==> src/rtl/uart_cmd_rx.sv <==
`default_nettype none
// +----------------------------------------------------------------------------+
// | uart_cmd_rx : 8N1 UART receiver emitting one-cycle command byte strobes.   |
// | Revision    : 1.0                                                          |
// +----------------------------------------------------------------------------+
module uart_cmd_rx #(
  parameter int CLKS_PER_BIT = 868
) (
  input  logic       Clock,
  input  logic       Reset_n,
  input  logic       Rx,
  output logic [7:0] Cmd,
  output logic       CmdValid,
  output logic       FrameErr,
  output logic       Busy
);

  localparam logic [15:0] c_half_m1 = 16'(CLKS_PER_BIT / 2 - 1);
  localparam logic [15:0] c_full_m1 = 16'(CLKS_PER_BIT - 1);

  typedef enum logic [2:0] {
    S_IDLE  = 3'd0,
    S_START = 3'd1,
    S_DATA  = 3'd2,
    S_STOP  = 3'd3,
    S_BREAK = 3'd4
  } state_t;

  state_t      r_state, w_state_nxt;
  logic        r_rx_meta, r_rx_s, r_rx_d;
  logic [2:0]  r_warm;
  logic [15:0] r_cnt, w_cnt_nxt;
  logic [2:0]  r_idx, w_idx_nxt;
  logic [7:0]  r_shift, w_shift_nxt;
  logic [7:0]  r_cmd, w_cmd_nxt;
  logic        r_cmd_valid, w_cmd_valid_nxt;
  logic        r_frame_err, w_frame_err_nxt;
  logic        r_busy, w_busy_nxt;
  logic        w_fall;

  // Reset values of the sync flops are not real line samples; an edge only
  // counts once three genuine samples have flowed in, so a line held low
  // through reset release does not look like a start bit.
  assign w_fall = r_warm[2] & r_rx_d & ~r_rx_s;

  always_ff @(posedge Clock or negedge Reset_n) begin
    if (!Reset_n) begin
      r_rx_meta   <= 1'b1;
      r_rx_s      <= 1'b1;
      r_rx_d      <= 1'b1;
      r_warm      <= 3'b000;
      r_state     <= S_IDLE;
      r_cnt       <= 16'd0;
      r_idx       <= 3'd0;
      r_shift     <= 8'd0;
      r_cmd       <= 8'd0;
      r_cmd_valid <= 1'b0;
      r_frame_err <= 1'b0;
      r_busy      <= 1'b0;
    end else begin
      r_rx_meta   <= Rx;
      r_rx_s      <= r_rx_meta;
      r_rx_d      <= r_rx_s;
      r_warm      <= {r_warm[1:0], 1'b1};
      r_state     <= w_state_nxt;
      r_cnt       <= w_cnt_nxt;
      r_idx       <= w_idx_nxt;
      r_shift     <= w_shift_nxt;
      r_cmd       <= w_cmd_nxt;
      r_cmd_valid <= w_cmd_valid_nxt;
      r_frame_err <= w_frame_err_nxt;
      r_busy      <= w_busy_nxt;
    end
  end

  always_comb begin
    w_state_nxt     = r_state;
    w_cnt_nxt       = r_cnt + 16'd1;
    w_idx_nxt       = r_idx;
    w_shift_nxt     = r_shift;
    w_cmd_nxt       = 8'd0;
    w_cmd_valid_nxt = 1'b0;
    w_frame_err_nxt = 1'b0;
    case (r_state)
      S_IDLE: begin
        w_cnt_nxt = 16'd0;
        if (w_fall) w_state_nxt = S_START;
      end
      S_START: begin
        if (r_cnt == c_half_m1) begin
          w_cnt_nxt   = 16'd0;
          w_idx_nxt   = 3'd0;
          w_state_nxt = r_rx_s ? S_IDLE : S_DATA;
        end
      end
      S_DATA: begin
        if (r_cnt == c_full_m1) begin
          w_cnt_nxt          = 16'd0;
          w_shift_nxt[r_idx] = r_rx_s;
          w_idx_nxt          = r_idx + 3'd1;
          if (r_idx == 3'd7) w_state_nxt = S_STOP;
        end
      end
      S_STOP: begin
        if (r_cnt == c_full_m1) begin
          w_cnt_nxt = 16'd0;
          if (r_rx_s) begin
            w_cmd_nxt       = r_shift;
            w_cmd_valid_nxt = 1'b1;
            w_state_nxt     = S_IDLE;
          end else begin
            w_frame_err_nxt = 1'b1;
            w_state_nxt     = S_BREAK;
          end
        end
      end
      S_BREAK: begin
        w_cnt_nxt = 16'd0;
        if (r_rx_s) w_state_nxt = S_IDLE;
      end
      default: begin
        w_state_nxt = S_IDLE;
      end
    endcase
    w_busy_nxt = (w_state_nxt != S_IDLE);
  end

  assign Cmd      = r_cmd;
  assign CmdValid = r_cmd_valid;
  assign FrameErr = r_frame_err;
  assign Busy     = r_busy;

endmodule
`default_nettype wire

==> config.mk <==
export PLATFORM = sky130hd
export DESIGN_NAME = uart_cmd_rx
export DESIGN_NICKNAME = d
export VERILOG_FILES = /design/src/rtl/uart_cmd_rx.sv
export SDC_FILE = /design/constraint.sdc
export NUM_CORES = 1
export LEC_CHECK = 0
export ABC_CLOCK_PERIOD_IN_PS = 6300
export CAP_MARGIN = 15
export CORE_AREA = 2 2 79 51
export CTS_CLUSTER_SIZE = 16
export DETAILED_ROUTE_END_ITERATION = 10
export DIE_AREA = 0 0 81 53
export PLACE_DENSITY = 0.79
export SETUP_SLACK_MARGIN = 0.05
export SYNTH_ARGS = -nofsm -noshare
export SYNTH_HDL_FRONTEND = slang
export SYNTH_SLANG_ARGS = --single-unit
==> constraint.sdc <==
create_clock -name Clock -period 6.3 [get_ports Clock]
set_clock_uncertainty 0.15 [all_clocks]
set_input_delay 1.26 -clock Clock [delete_from_list [all_inputs] [get_ports Clock]]
set_output_delay 1.26 -clock Clock [all_outputs]
set_load 0.005 [all_outputs]
==> summary.md <==
| Metric | Value |
|---|---|
| Drt pass-1 iters | 4 |
| Setup bufs post-CTS | 0 |
| Synth Net Count | 185 |
| Final Hold Vio Count | 0 |
| Congestion Overflow GR | 0 |
| Worst-Margin Slew | 1.011 ns |
| Die area | 0.004293 mm² |
| Clock buffer depth | 2 |
| Power Dens Cells | 282.7 mW/mm² |
| H-tree levels | 2 |
| Cells after DPL | 234 |
| HP Class | reg -> reg |
| Total Wirelength | 3.724 mm |
| Io pins | 14 |
| Clock Latency Late Sink | 0.29 ns |
| IO Port Bufs | 13 |
| Initial antenna violation count | 0 |
| Max-Cap Viols | 0 |
| Crit path required time | 6.33 ns |
| Final core utilization | 0.6658 |
| GRT Util Overall | 0.2040 |
| P_leak | 1.109 nW |
| Commonest cells post-synth | dfrtp_1 (44), nor2_1 (22), nand2_1 (13) |
| WL/cell | 15.39 µm |
| Mean Syn Cell Area | 11.57 µm² |
| Count leader, synth | dfrtp_1 |
| Initial core utilization | 0.5833 |
| Fin nets | 201 |
| Dpl cell area | 0.002218 mm² |
| Routed Antenna Nets | 0 |
| Synthesized flop and latch total | 47 |
| Post-CTS resize count | 0 |
| Vias after detailed routing | 1,384 |
| Avg Vias per Cell | 5.719 |
| Fin. max-slew vios | 0 |
| Endpoint class of the critical path | register |
| F_max | 0.3874 GHz |
| Layout Cells excl Fill | 242 |
| EDFF count, synth | 0 |
| Final Cycle Share | 0.4097 |
| CTS root buf | clkbuf_8 |
| CP startpoint kind | register |
| CTS Sinks | 47 |
| Setup TNS | 0 ns |
| Worst IR Drop VDD | 187.3 µV |
| Largest net degree at the start of global routing | 48 |
| Synth warnings | 0 |
| Setup CP Type | reg -> reg |
| CTS tree | yes |
| Top FF cell, synth | dfrtp_1 |
| Post-route cell area | 0.002351 mm² |
| Final setup vio count | 0 |
| Unrepaired setup endpoints after global routing | no |
| Worst setup margin | 3.719 ns |
| Fraction of layout cells with a size suffix above 1 | 0.1538 |
| Vias in the first global route | 1,310 |
| Arrival @ worst endpoint | 2.61 ns |
| Post-synthesis cell type count | 42 |
| Clk slew on worst S/H paths | 0.08 ns |
| Horiz. Die Dim | 81 µm |
| Core Region | 0.003531 mm² |
| Hold buffers post-CTS | 0 |
| Final GP Congestion | 0.8442 |
| Top-area cell type share of the netlist area | 0.5346 |
| DR iter-0 viols | 116 |
| DR DRC count | 0 |
| Fillcell total | 279 |
| First-pass GRT wire length | 6.320 mm |
| Worst-path fanout max | 7 |
| Pre-CTS setup slack | 3.749 ns |
| Ys async rst share | 1.000 |
| Mapped cell area | 0.002059 mm² |
| Register area share after synthesis | 0.5729 |
| Ant. Diodes | 0 |
| Cell count after synthesis | 178 |
| Yosys top cell by area | dfrtp_1 |
| Max-slew headroom | 0.3262 |
| CTS Buf Count | 5 |
| Tmin final | 2.581 ns |
| Status | completed |
| HPWL after DPL | 2.573 mm |
| Syn-to-layout area delta | 14.16% |
| Ranking of synthesized cells by area | dfrtp_1 (53%), mux2_2 (4.4%), nor2_1 (4.0%) |
| Die Y | 53 µm |
| Cell Rows | 17 |
==> kinds of logic (layout without fill, tap and decap cells) <==
| family | count (synthesis) | in the layout | share of synthesized area |
|---|---|---|---|
| flops | 47 | 47 | 0.5729 |
| xor+xnor | 13 | 13 | 0.05529 |
| other cells | 1 | 1 | 0.001821 |
| buf+inv | 7 | 24 | 0.01762 |
| mux | 9 | 9 | 0.04860 |
| simple gates | 88 | 88 | 0.2448 |
| compound gates | 9 | 9 | 0.03463 |
| fa+ha+maj | 4 | 4 | 0.02430 |
==> cell usage in the layout, fill, tap and decap left out, drive strengths merged, types with 3 or more instances in the layout <==
cell and n:
xor2 8, nand4 4, mux2 8, xnor2 5, and3 6, nand3b 3
and2 8, clkbuf 6, nor3 3, clkdlybuf4s50 12, nor2 22, ha 4
dfstp 3, dfrtp 44, inv 3, nor4 5, nand3 10, nand2 13
==> worst max-delay path: stages, from the launching register on <==
cell,delay [ns]
dfrtp_1,0.43
nor4_1,0.56
nand3_1,0.21
nor3_1,0.61
nand3_1,0.19
mux2_2,0.32
==> per-stage QoR <==
stage	hold WS, ns	power [mW]
after global placement	0.1914	0.4090
after floorplan	0.1812	0.3924
after global routing	0.2141	0.6958
final	0.2096	0.6647
after detailed placement	0.1872	0.4140
after CTS	0.2119	0.6681
==> power breakdown <==
part / switching [mW] / internal [mW] / total [mW]
logic: 0.0386 / 0.0289 / 0.0675
registers: 0.0230 / 0.319 / 0.342
clock network: 0.0968 / 0.158 / 0.255
==> routing by layer <==
metal | GRT usage | up-vias | wire length (µm)
met2 | 0.2975 | 44 | 1663
met3 | 0.05461 | 7 | 195
met1 | 0.2914 | 684 | 1820
li1 | - | 649 | -
met5 | 0 | - | 0
met4 | 0.08192 | 0 | 45
==> area by class of cell <==
| cell class | count | area (µm²) | area share |
|---|---|---|---|
| repair buffers | 13 | 125.1 | 0.05322 |
| clock buffers | 6 | 72.57 | 0.03087 |
| clock inverters | 2 | 60.06 | 0.02555 |
| well taps | 47 | 58.81 | 0.02501 |
| inverters | 3 | 11.26 | 0.004790 |
| multi-input cells | 124 | 843.3 | 0.3587 |
| flip-flops and latches | 47 | 1180 | 0.5019 |
==> flip-flops by register name, summed over array words and instances, names as in the netlist <==
name	flops
r_cnt	16
Cmd	8
r_shift	8
r_idx	3
r_state	3
r_warm	3
Busy	1
CmdValid	1
FrameErr	1
r_rx_d	1
r_rx_meta	1
r_rx_s	1
==> worst paths after layout <==
path	startpoint	to	slack, ns	cells past startpoint
hold reg to reg	r_rx_meta$_DFF_PN1_	r_rx_s$_DFF_PN1_	0.21	0
setup reg to reg	r_cnt[13]$_DFF_PN0_	r_shift[3]$_DFFE_PN0P_	3.72	5
min in group asynchronous	Reset_n	r_cnt[3]$_DFF_PN0_	0.98	1
max in group asynchronous	Reset_n	r_cnt[7]$_DFF_PN0_	4.39	1
hold / removal	r_rx_meta$_DFF_PN1_	r_rx_s$_DFF_PN1_	0.21	0
setup / recovery	r_cnt[13]$_DFF_PN0_	r_shift[3]$_DFFE_PN0P_	3.72	5
(Power assumes the default switching activity.)
